===== config.mk =====
export PLATFORM = sky130hd
export DESIGN_NAME = seg7_scan_decoder
export DESIGN_NICKNAME = d
export VERILOG_FILES = /design/src/rtl/seg7_scan_decoder.sv
export SDC_FILE = /design/constraint.sdc
export NUM_CORES = 1
export LEC_CHECK = 0
export CAP_MARGIN = 20
export CORE_UTILIZATION = 42
export CTS_BUF_LIST = sky130_fd_sc_hd__clkbuf_16
export DETAILED_ROUTE_END_ITERATION = 6
export PLACE_DENSITY = 0.7
export SLEW_MARGIN = 10
export SYNTH_ARGS = -nofsm -noshare
export SYNTH_HDL_FRONTEND = slang
export SYNTH_SLANG_ARGS = --single-unit

===== constraint.sdc =====
create_clock -name clk_i -period 1.9 [get_ports clk_i]
set_input_delay 0.38 -clock clk_i [delete_from_list [all_inputs] [get_ports clk_i]]
set_output_delay 0.38 -clock clk_i [all_outputs]
set_load 0.02 [all_outputs]

===== src/rtl/seg7_scan_decoder.sv =====
// Receive-side decoder for a multiplexed 7-segment scan: debounces each digit slot and rebuilds the 32-bit word.
// Optional dp capture per digit is enabled by defining SEG7_DECODE_DP_EN.
module seg7_scan_decoder #(
    parameter int STABLE_CYCLES  = 4,
    parameter int TIMEOUT_CYCLES = 262144
) (
    input  logic        clk_i,
    input  logic        rst_n_i,
    input  logic [7:0]  seg_i,
    input  logic [7:0]  sel_i,
    output logic [31:0] word_o,
    output logic        valid_o,
    output logic [7:0]  dp_o,
    output logic        seg_err_o,
    output logic        timeout_o
);

    localparam int CW = $clog2(STABLE_CYCLES + 1);
    localparam int TW = $clog2(TIMEOUT_CYCLES);
`ifdef SEG7_DECODE_DP_EN
    localparam int SW = 8;
`else
    localparam int SW = 7;
`endif

    typedef enum logic [1:0] {
        ST_WAIT    = 2'd0,
        ST_STABLE  = 2'd1,
        ST_LATCHED = 2'd2
    } state_t;

    // Returns {legal, nibble} for an active-low segment pattern (dp excluded).
    function automatic logic [4:0] seg_decode(input logic [6:0] pat);
        case (pat)
            7'h40:   seg_decode = 5'h10;
            7'h79:   seg_decode = 5'h11;
            7'h24:   seg_decode = 5'h12;
            7'h30:   seg_decode = 5'h13;
            7'h19:   seg_decode = 5'h14;
            7'h12:   seg_decode = 5'h15;
            7'h02:   seg_decode = 5'h16;
            7'h78:   seg_decode = 5'h17;
            7'h00:   seg_decode = 5'h18;
            7'h10:   seg_decode = 5'h19;
            7'h08:   seg_decode = 5'h1A;
            7'h03:   seg_decode = 5'h1B;
            7'h46:   seg_decode = 5'h1C;
            7'h21:   seg_decode = 5'h1D;
            7'h06:   seg_decode = 5'h1E;
            7'h0E:   seg_decode = 5'h1F;
            default: seg_decode = 5'h00;
        endcase
    endfunction

    logic [SW-1:0]      seg_q;
    logic [7:0]         sel_q;
    logic [SW+7:0]      key_s, key_q;
    state_t             state_q, state_d;
    logic [CW-1:0]      cnt_q, cnt_d;
    logic [7:0]         mask_q, mask_d;
    logic [7:0][3:0]    slot_q, slot_d;
    logic [TW-1:0]      to_cnt_q;
    logic [31:0]        word_q;
    logic               valid_q, seg_err_q, timeout_q;
    logic [7:0]         nsel_s;
    logic               elig_s, same_s, acc_s, done_s;
    logic [2:0]         idx_s;
    logic [4:0]         dec_s;

`ifndef SEG7_DECODE_DP_EN
    logic unused_dp_s;
    assign unused_dp_s = seg_i[7];
`endif

    assign key_s = {seg_q, sel_q};

    // Sample qualification: one-hot select check, slot index and pattern decode.
    always_comb begin
        nsel_s = ~sel_q;
        elig_s = (nsel_s != 8'h00) && ((nsel_s & (nsel_s - 8'd1)) == 8'h00);
        same_s = (key_s == key_q);
        idx_s  = 3'd0;
        for (int i = 0; i < 8; i++) begin
            if (nsel_s[i]) begin
                idx_s = 3'(i);
            end else begin
                idx_s = idx_s;
            end
        end
        dec_s = seg_decode(seg_q[6:0]);
    end

    // Debounce FSM next-state: counts consecutive identical eligible samples.
    always_comb begin
        state_d = state_q;
        cnt_d   = cnt_q;
        acc_s   = 1'b0;
        case (state_q)
            ST_WAIT: begin
                if (elig_s) begin
                    state_d = ST_STABLE;
                    cnt_d   = CW'(1);
                end else begin
                    cnt_d   = CW'(0);
                end
            end
            ST_STABLE: begin
                if (same_s) begin
                    cnt_d = cnt_q + CW'(1);
                end else if (elig_s) begin
                    cnt_d = CW'(1);
                end else begin
                    state_d = ST_WAIT;
                    cnt_d   = CW'(0);
                end
            end
            ST_LATCHED: begin
                if (same_s) begin
                    state_d = ST_LATCHED;
                end else if (elig_s) begin
                    state_d = ST_STABLE;
                    cnt_d   = CW'(1);
                end else begin
                    state_d = ST_WAIT;
                    cnt_d   = CW'(0);
                end
            end
            default: begin
                state_d = ST_WAIT;
                cnt_d   = CW'(0);
            end
        endcase
        if ((state_d == ST_STABLE) && (cnt_d == CW'(STABLE_CYCLES))) begin
            acc_s   = 1'b1;
            state_d = ST_LATCHED;
        end else begin
            acc_s   = 1'b0;
        end
    end

    // Slot/mask update for a legal accept; completion is the accept that fills the mask.
    always_comb begin
        slot_d = slot_q;
        mask_d = mask_q;
        if (acc_s && dec_s[4]) begin
            slot_d[idx_s] = dec_s[3:0];
            mask_d        = mask_q | (8'd1 << idx_s);
        end else begin
            mask_d = mask_q;
        end
        done_s = acc_s && dec_s[4] && (mask_d == 8'hFF);
    end

    // Input sample register and debounce state.
    always_ff @(posedge clk_i) begin
        if (!rst_n_i) begin
            seg_q   <= {SW{1'b1}};
            sel_q   <= 8'hFF;
            key_q   <= {(SW + 8){1'b1}};
            state_q <= ST_WAIT;
            cnt_q   <= CW'(0);
        end else begin
            seg_q   <= seg_i[SW-1:0];
            sel_q   <= sel_i;
            key_q   <= key_s;
            state_q <= state_d;
            cnt_q   <= cnt_d;
        end
    end

    // Frame assembly, partial-frame timeout and registered pulses; an accept beats a timeout.
    always_ff @(posedge clk_i) begin
        if (!rst_n_i) begin
            mask_q    <= 8'h00;
            slot_q    <= 32'h0000_0000;
            to_cnt_q  <= TW'(0);
            word_q    <= 32'h0000_0000;
            valid_q   <= 1'b0;
            seg_err_q <= 1'b0;
            timeout_q <= 1'b0;
        end else begin
            slot_q    <= slot_d;
            valid_q   <= done_s;
            seg_err_q <= acc_s && !dec_s[4];
            timeout_q <= 1'b0;
            if (acc_s) begin
                to_cnt_q <= TW'(0);
                mask_q   <= (done_s || !dec_s[4]) ? 8'h00 : mask_d;
            end else if (mask_q != 8'h00) begin
                if (to_cnt_q == TW'(TIMEOUT_CYCLES - 1)) begin
                    mask_q    <= 8'h00;
                    timeout_q <= 1'b1;
                    to_cnt_q  <= TW'(0);
                end else begin
                    to_cnt_q  <= to_cnt_q + TW'(1);
                end
            end else begin
                to_cnt_q <= TW'(0);
            end
            if (done_s) begin
                word_q <= slot_d;
            end else begin
                word_q <= word_q;
            end
        end
    end

`ifdef SEG7_DECODE_DP_EN
    logic [7:0] dp_slot_q, dp_slot_d, dp_q;

    // dp of the accepted digit, stored lit-high.
    always_comb begin
        dp_slot_d = dp_slot_q;
        if (acc_s && dec_s[4]) begin
            dp_slot_d[idx_s] = ~seg_q[7];
        end else begin
            dp_slot_d = dp_slot_q;
        end
    end

    // dp storage; the visible dp_o changes only with a completed frame.
    always_ff @(posedge clk_i) begin
        if (!rst_n_i) begin
            dp_slot_q <= 8'h00;
            dp_q      <= 8'h00;
        end else begin
            dp_slot_q <= dp_slot_d;
            dp_q      <= done_s ? dp_slot_d : dp_q;
        end
    end

    assign dp_o = dp_q;
`else
    assign dp_o = 8'h00;
`endif

    assign word_o    = word_q;
    assign valid_o   = valid_q;
    assign seg_err_o = seg_err_q;
    assign timeout_o = timeout_q;

endmodule


After elaboration in Yosys (flattened, before gate mapping)
Cells that the tools add are included.
{ "totals": {"reg_bits": 128, "latch_bits": 0, "mem_bits_rw": 0, "romBits": 0, "out_inout_bits": 43, "n_memories": 0} }
{ "op_classes": {"add_sub_neg": 3, "mul": 0, "div": 0, "order_cmp": 2, "n_eq_ne": 22, "shifts": 1, "mux": 30, "n_bitwise": 5, "reduce_logical": 19} }
{ "op_table": {"columns": ["operator", "n"], "rows": [
  ["$pmux 5 s16", 1],
  ["$mux 8", 5],
  ["$bwmux 32", 1],
  ["$mux 32", 1],
  ["$eq 7x7->1 const B", 4],
  ["$mux 3", 8],
  ["$eq 7x5->1 const B", 3],
  ["$eq 7x6->1 const B", 3],
  ["$add 18x1->18 const B", 1],
  ["$eq 18x18->1 const B", 1],
  ["$reduce_bool 8->1", 2],
  ["$eq 15x15->1", 1],
  ["$eq 7x2->1 const B", 2],
  ["$eq 7x4->1 const B", 2],
  ["$demux 4 s3", 1],
  ["$mux 2", 5],
  ["$pmux 3 s3", 1],
  ["$and 8x8->8", 1],
  ["$eq 8x8->1 const B", 1],
  ["$logic_not 8->1", 1],
  ["$not 8->8", 1],
  ["$or 8x8->8", 1],
  ["$shl 1x3->8 const A", 1],
  ["$sub 8x1->8 const B", 1],
  ["21 further kinds", 33]
]} }

Depth between registers and ports, before layout
{ "logic_depth": {"depth_word": 18, "mapped_depth": 10, "depth_no_buf": 7} }

Worst setup path after synthesis
OpenSTA, ideal clock, no wires.
{ "synth_path": {"path_kind": "register -> register", "start": "register sel_q[7]", "end": "register word_q[13] (netlist: word_o[13])", "setup_ns": 0.072, "arrival_time_ns": 1.929, "setup_slack_ns": -0.101, "path_stages_with_launch": 10, "path_buffers": 3, "period_less_slack_ns": 2.001, "path_cell_list": "dfxtp_1 > buf_6 > nand3_4 > o41a_1 > nor3_2 > and2_1 > and3_1 > buf_6 > buf_12 > mux2i_1"} }
{ "synth_via": {"elab_chain_cells": 15} }
{ "synth_rtl": {"columns": ["item", "line", "source"], "rows": [
  ["start: declaration", "56", "logic [7:0] sel_q;"],
  ["start signal: assignment", "164", "sel_q <= sel_i;"],
  ["$not 8->8", "79", "nsel_s = ~sel_q;"],
  ["$sub 8x1->8", "80", "elig_s = (nsel_s != 8'h00) && ((nsel_s & (nsel_s - 8'd1)) == 8'h00);"],
  ["$and 8x8->8", "80", null],
  ["$logic_not 8->1", "80", null],
  ["$logic_and 1x1->1", "80", null],
  ["$mux 1 / $mux 2 (equally long branches)", "100, 110, 120", null],
  ["$mux 3 (tied with other cells)", "118", "if (same_s) begin"],
  ["$pmux 3 s3 / $pmux 2 s3 (equally long branches)", "98", "case (state_q)"],
  ["$eq 3x3->1 / $eq 2x1->1 (equally long branches)", "133", "if ((state_d == ST_STABLE) && (cnt_d == CW'(STABLE_CYCLES))) begin"],
  ["$logic_and 1x1->1", "133", null],
  ["$mux 1", "133", null],
  ["$logic_and 1x1->1", "145, 151", null],
  ["$mux 8", "145", "if (acc_s && dec_s[4]) begin"],
  ["$eq 8x8->1", "151", "done_s = acc_s && dec_s[4] && (mask_d == 8'hFF);"],
  ["$logic_and 1x1->1", "151", null],
  ["end signal: assignment", "201", "word_q <= slot_d;"],
  ["end signal: assignment", "203", "word_q <= word_q;"],
  ["end: declaration", "63", "logic [31:0] word_q;"]
]} }
Several ways; a longest one is shown, not always the timed one.
A chain may end at the register's enable or synchronous reset.

Worst setup path after layout
{ "layout_path": {"start": "register sel_q[4]", "end": "register word_q[15] (netlist: word_o[15])"} }
Same word-level chain as after synthesis.

==> results.py <==
metrics = {
    "power_and_ir_drop": {
        "power_per_cell_area_nw_per_um2": 755,
        "worst_ir_drop_vdd_v": 0.000737,
        "static-leakage-power_nw": 3.36,
    },
    "place": {
        "hpwl_um": 10800,
        "finalWeightedCongestion": 0.932,
        "place_ws_ns": -0.390,
        "portBuffers": 51,
    },
    "timing": {
        "finalHoldViolations": 0,
        "maxClockFrequency_mhz": 457,
        "fin_hold_ws_ns": 0.385,
        "final_min_period_over_clock_period_pct": 115,
        "min_period_ns": 2.19,
        "finalSetupViolations": 74,
        "worst_clock_skew_ns": 0.0102,
        "slew_viol_final": 0,
        "rsz_0062_raised_after_global_routing": "yes",
        "fin_ws_ns": -0.286,
    },
    "floorplanning": {
        "floorplan.die.height_um": 123,
        "die_w_um": 123,
        "core_area_sq_um": 14000,
        "die-area_sq_um": 15000,
        "ios": 61,
        "start_util_pct": 43.4,
        "placement_rows": 43,
    },
    "clock_network": {
        "cts_inserted_buffers": 17,
        "cts_root_buffer": "sky130_fd_sc_hd__clkbuf_16",
        "clkSinkCount": 128,
        "cts_tree": "done",
        "cts_max_level": 4,
        "clk_transition_reported_paths_ns": 0.06,
        "insertion_delay_ns": 0.42,
        "clk_path_buf_depth": 2,
    },
    "run_status": {
        "violations": "negative setup slack",
        "outcome": "finished with violations",
    },
    "yosys": {
        "synth_most_common_cell": "sky130_fd_sc_hd__dfxtp_1",
        "synth_top_area_share_pct": 42.0,
        "top_ff_cell_synth": "sky130_fd_sc_hd__dfxtp_1",
        "synth_edf_count": 0,
        "post_synthesis_cell_area_sq_um": 6100,
        "synth_top_cell_by_area": "sky130_fd_sc_hd__dfxtp_1",
        "synth_top_cells_by_area": "sky130_fd_sc_hd__dfxtp_1 (42%), sky130_fd_sc_hd__mux2i_1 (10%), sky130_fd_sc_hd__nand2_1 (7.1%), sky130_fd_sc_hd__nand2b_1 (3.9%), sky130_fd_sc_hd__xor2_1 (3.3%)",
        "synth.distinct_cells": 73,
        "mean_area_per_synthesized_cell_sq_um": 8.99,
        "yosys_warnings": 0,
        "async_flop_share_pct": 0,
        "netlist_top_cells_count": "sky130_fd_sc_hd__dfxtp_1 (128), sky130_fd_sc_hd__nand2_1 (116), sky130_fd_sc_hd__mux2i_1 (63)",
        "synthesis.instances": 678,
        "synth_seq_area_share_pct": 42.0,
        "synth-seq-cells": 128,
    },
    "finish": {
        "finish.utilization_pct": 61.9,
        "drive_gt1_share_pct": 28.6,
        "insertedDiodeCount": 0,
        "area_growth_syn_to_layout_pct": 42.5,
        "number_of_fill_cells": 1116,
        "nNetsFinal": 852,
    },
    "routing": {
        "first_iter_violations": 432,
        "dr.pass1.iters": 5,
        "drt-vias-per-instance": 5.38,
        "wirelength_um": 16700,
        "route.vias.total": 5511,
        "wl_per_cell_um": 16.3,
        "postRouteAntennaNets": 0,
        "route.detailed.drc": 0,
    },
    "setup_path": {
        "startpoint_type": "register",
        "worst-setup-path-type": "register to register",
        "worstRegToRegCells": 8,
        "worst_ep_arrival_time_ns": 2.52,
        "timing.reg2reg.setup_slack_ns": -0.29,
        "setup.worst_path.end_class": "register",
        "worstPathMaxFanout": 6,
        "worst-endpoint-required_ns": 2.23,
    },
    "grt": {
        "antenna_found_initial": 0,
        "total_routing_usage_gr_pct": 23.0,
        "grt_remaining_overflow": 0,
        "largest_net_degree_at_the_start_of_global_routing": 91,
        "vias_in_the_first_global_route": 5494,
        "wire_length_of_the_first_global_routing_pass_um": 26800,
    },
    "flow_run": {
        "timing.max_cap.violations": 0,
    },
    "worst_hold_path": {
        "min_delay_path_depth": 3,
        "timing.hold.worst.class": "input pin to register",
    },
}
[through the flow]
step / power (W) / TNS, ns / instance area, sq um / std cells
3_5_place_dp: 0.00327 / -22.71 / 7340 / 964
2_1_floorplan: 0.00309 / -1.81 / 6160 / 685
3_3_place_gp: 0.00326 / -20.49 / 7340 / 964
4_1_cts: 0.00656 / -11.05 / 8490 / 1016
5_1_grt: 0.00678 / -19.10 / 8690 / 1024
6_report: 0.00656 / -12.14 / 8690 / 1024
[kinds of logic (layout without fill, tap and decap cells)]
kind of cell	count (synthesis)	in the layout	synth area share (%)
muxes	64	64	10.5
adders and majority gates	3	3	0.574
and+or+nand+nor	312	312	26.8
DFF	128	128	42.0
buffers and inverters	64	223	6.13
other	1	8	0.0615
AOI/OAI and AO/OA	73	73	9.17
xor gates and xnor gates	33	33	4.74
[sequential cells by signal, summed over array words and instances (netlist names), 2 cells and up]
signal	count
slot_q	32
word_o	32
to_cnt_q	18
key_q	15
mask_q	8
sel_q	8
seg_q	7
cnt_q	3
state_q	2
[layout by cell type (no fill, tap or decap), types with 9 or more instances in the layout]
cell,instances
sky130_fd_sc_hd__dfxtp_1,114
sky130_fd_sc_hd__nand2_1,109
sky130_fd_sc_hd__buf_4,104
sky130_fd_sc_hd__mux2i_1,63
sky130_fd_sc_hd__clkdlybuf4s50_1,50
sky130_fd_sc_hd__nor2_1,45
sky130_fd_sc_hd__nand2b_1,36
sky130_fd_sc_hd__o211ai_1,24
sky130_fd_sc_hd__nand3_1,21
sky130_fd_sc_hd__xor2_1,21
sky130_fd_sc_hd__clkbuf_16,18
sky130_fd_sc_hd__nand4_1,17
sky130_fd_sc_hd__buf_6,16
sky130_fd_sc_hd__inv_1,12
sky130_fd_sc_hd__xnor2_1,10
sky130_fd_sc_hd__nand3_4,9
[power by group]
group	internal (W)	switching (W)	leakage [nW]	total, W
registers	0.00272	0.0000395	1.04	0.00276
clock network	0.00205	0.00120	0.289	0.00325
logic	0.000254	0.000297	2.03	0.000552
total	0.00502	0.00154	3.36	0.00656
[layer usage]
metal  global-route usage (%)  share of wire (%)  vias to the layer above
met4                     7.16                1.6                        0
met3                     5.67                5.2                       24
met1                     29.1                 44                     2652
met2                     38.3                 49                      174
li1                         -                  -                     2661
met5                        0                  0                        -
[critical path: stages, from the launching register on]
cell	delay, ns
sky130_fd_sc_hd__dfxtp_4	0.35
sky130_fd_sc_hd__buf_4	0.14
sky130_fd_sc_hd__nand2_2	0.07
sky130_fd_sc_hd__o41a_1	0.42
sky130_fd_sc_hd__nor3_4	0.27
sky130_fd_sc_hd__and2_4	0.18
sky130_fd_sc_hd__and3_4	0.30
sky130_fd_sc_hd__buf_12	0.16
sky130_fd_sc_hd__mux2i_1	0.21
[repair_timing]
action	4_1_cts	5_1_grt
gates resized for setup	77	40
pin swaps	21	18
gates cloned	2	1
hold buffers	0	0
setup buffers	21	12
setup endpoints to repair	97	78
[cell type report]
type / count / area [sq um] / share of cell area (%)
Tap cell: 180 / 225 / 2.59
Inverter: 12 / 45.0 / 0.518
Multi-Input combinational cell: 493 / 3580 / 41.2
Clock buffer: 17 / 425 / 4.89
Sequential cell: 128 / 2590 / 29.9
Timing Repair Buffer: 180 / 1650 / 19.0
Clock inverter: 14 / 165 / 1.90
[final timing paths]
check | end | from
min | key_q[5] | rst_n_i
min reg2reg | to_cnt_q[0] | to_cnt_q[0]
max reg2reg | word_o[15] | sel_q[4]
max | word_o[15] | sel_q[4]
(Power assumes the default switching activity.)
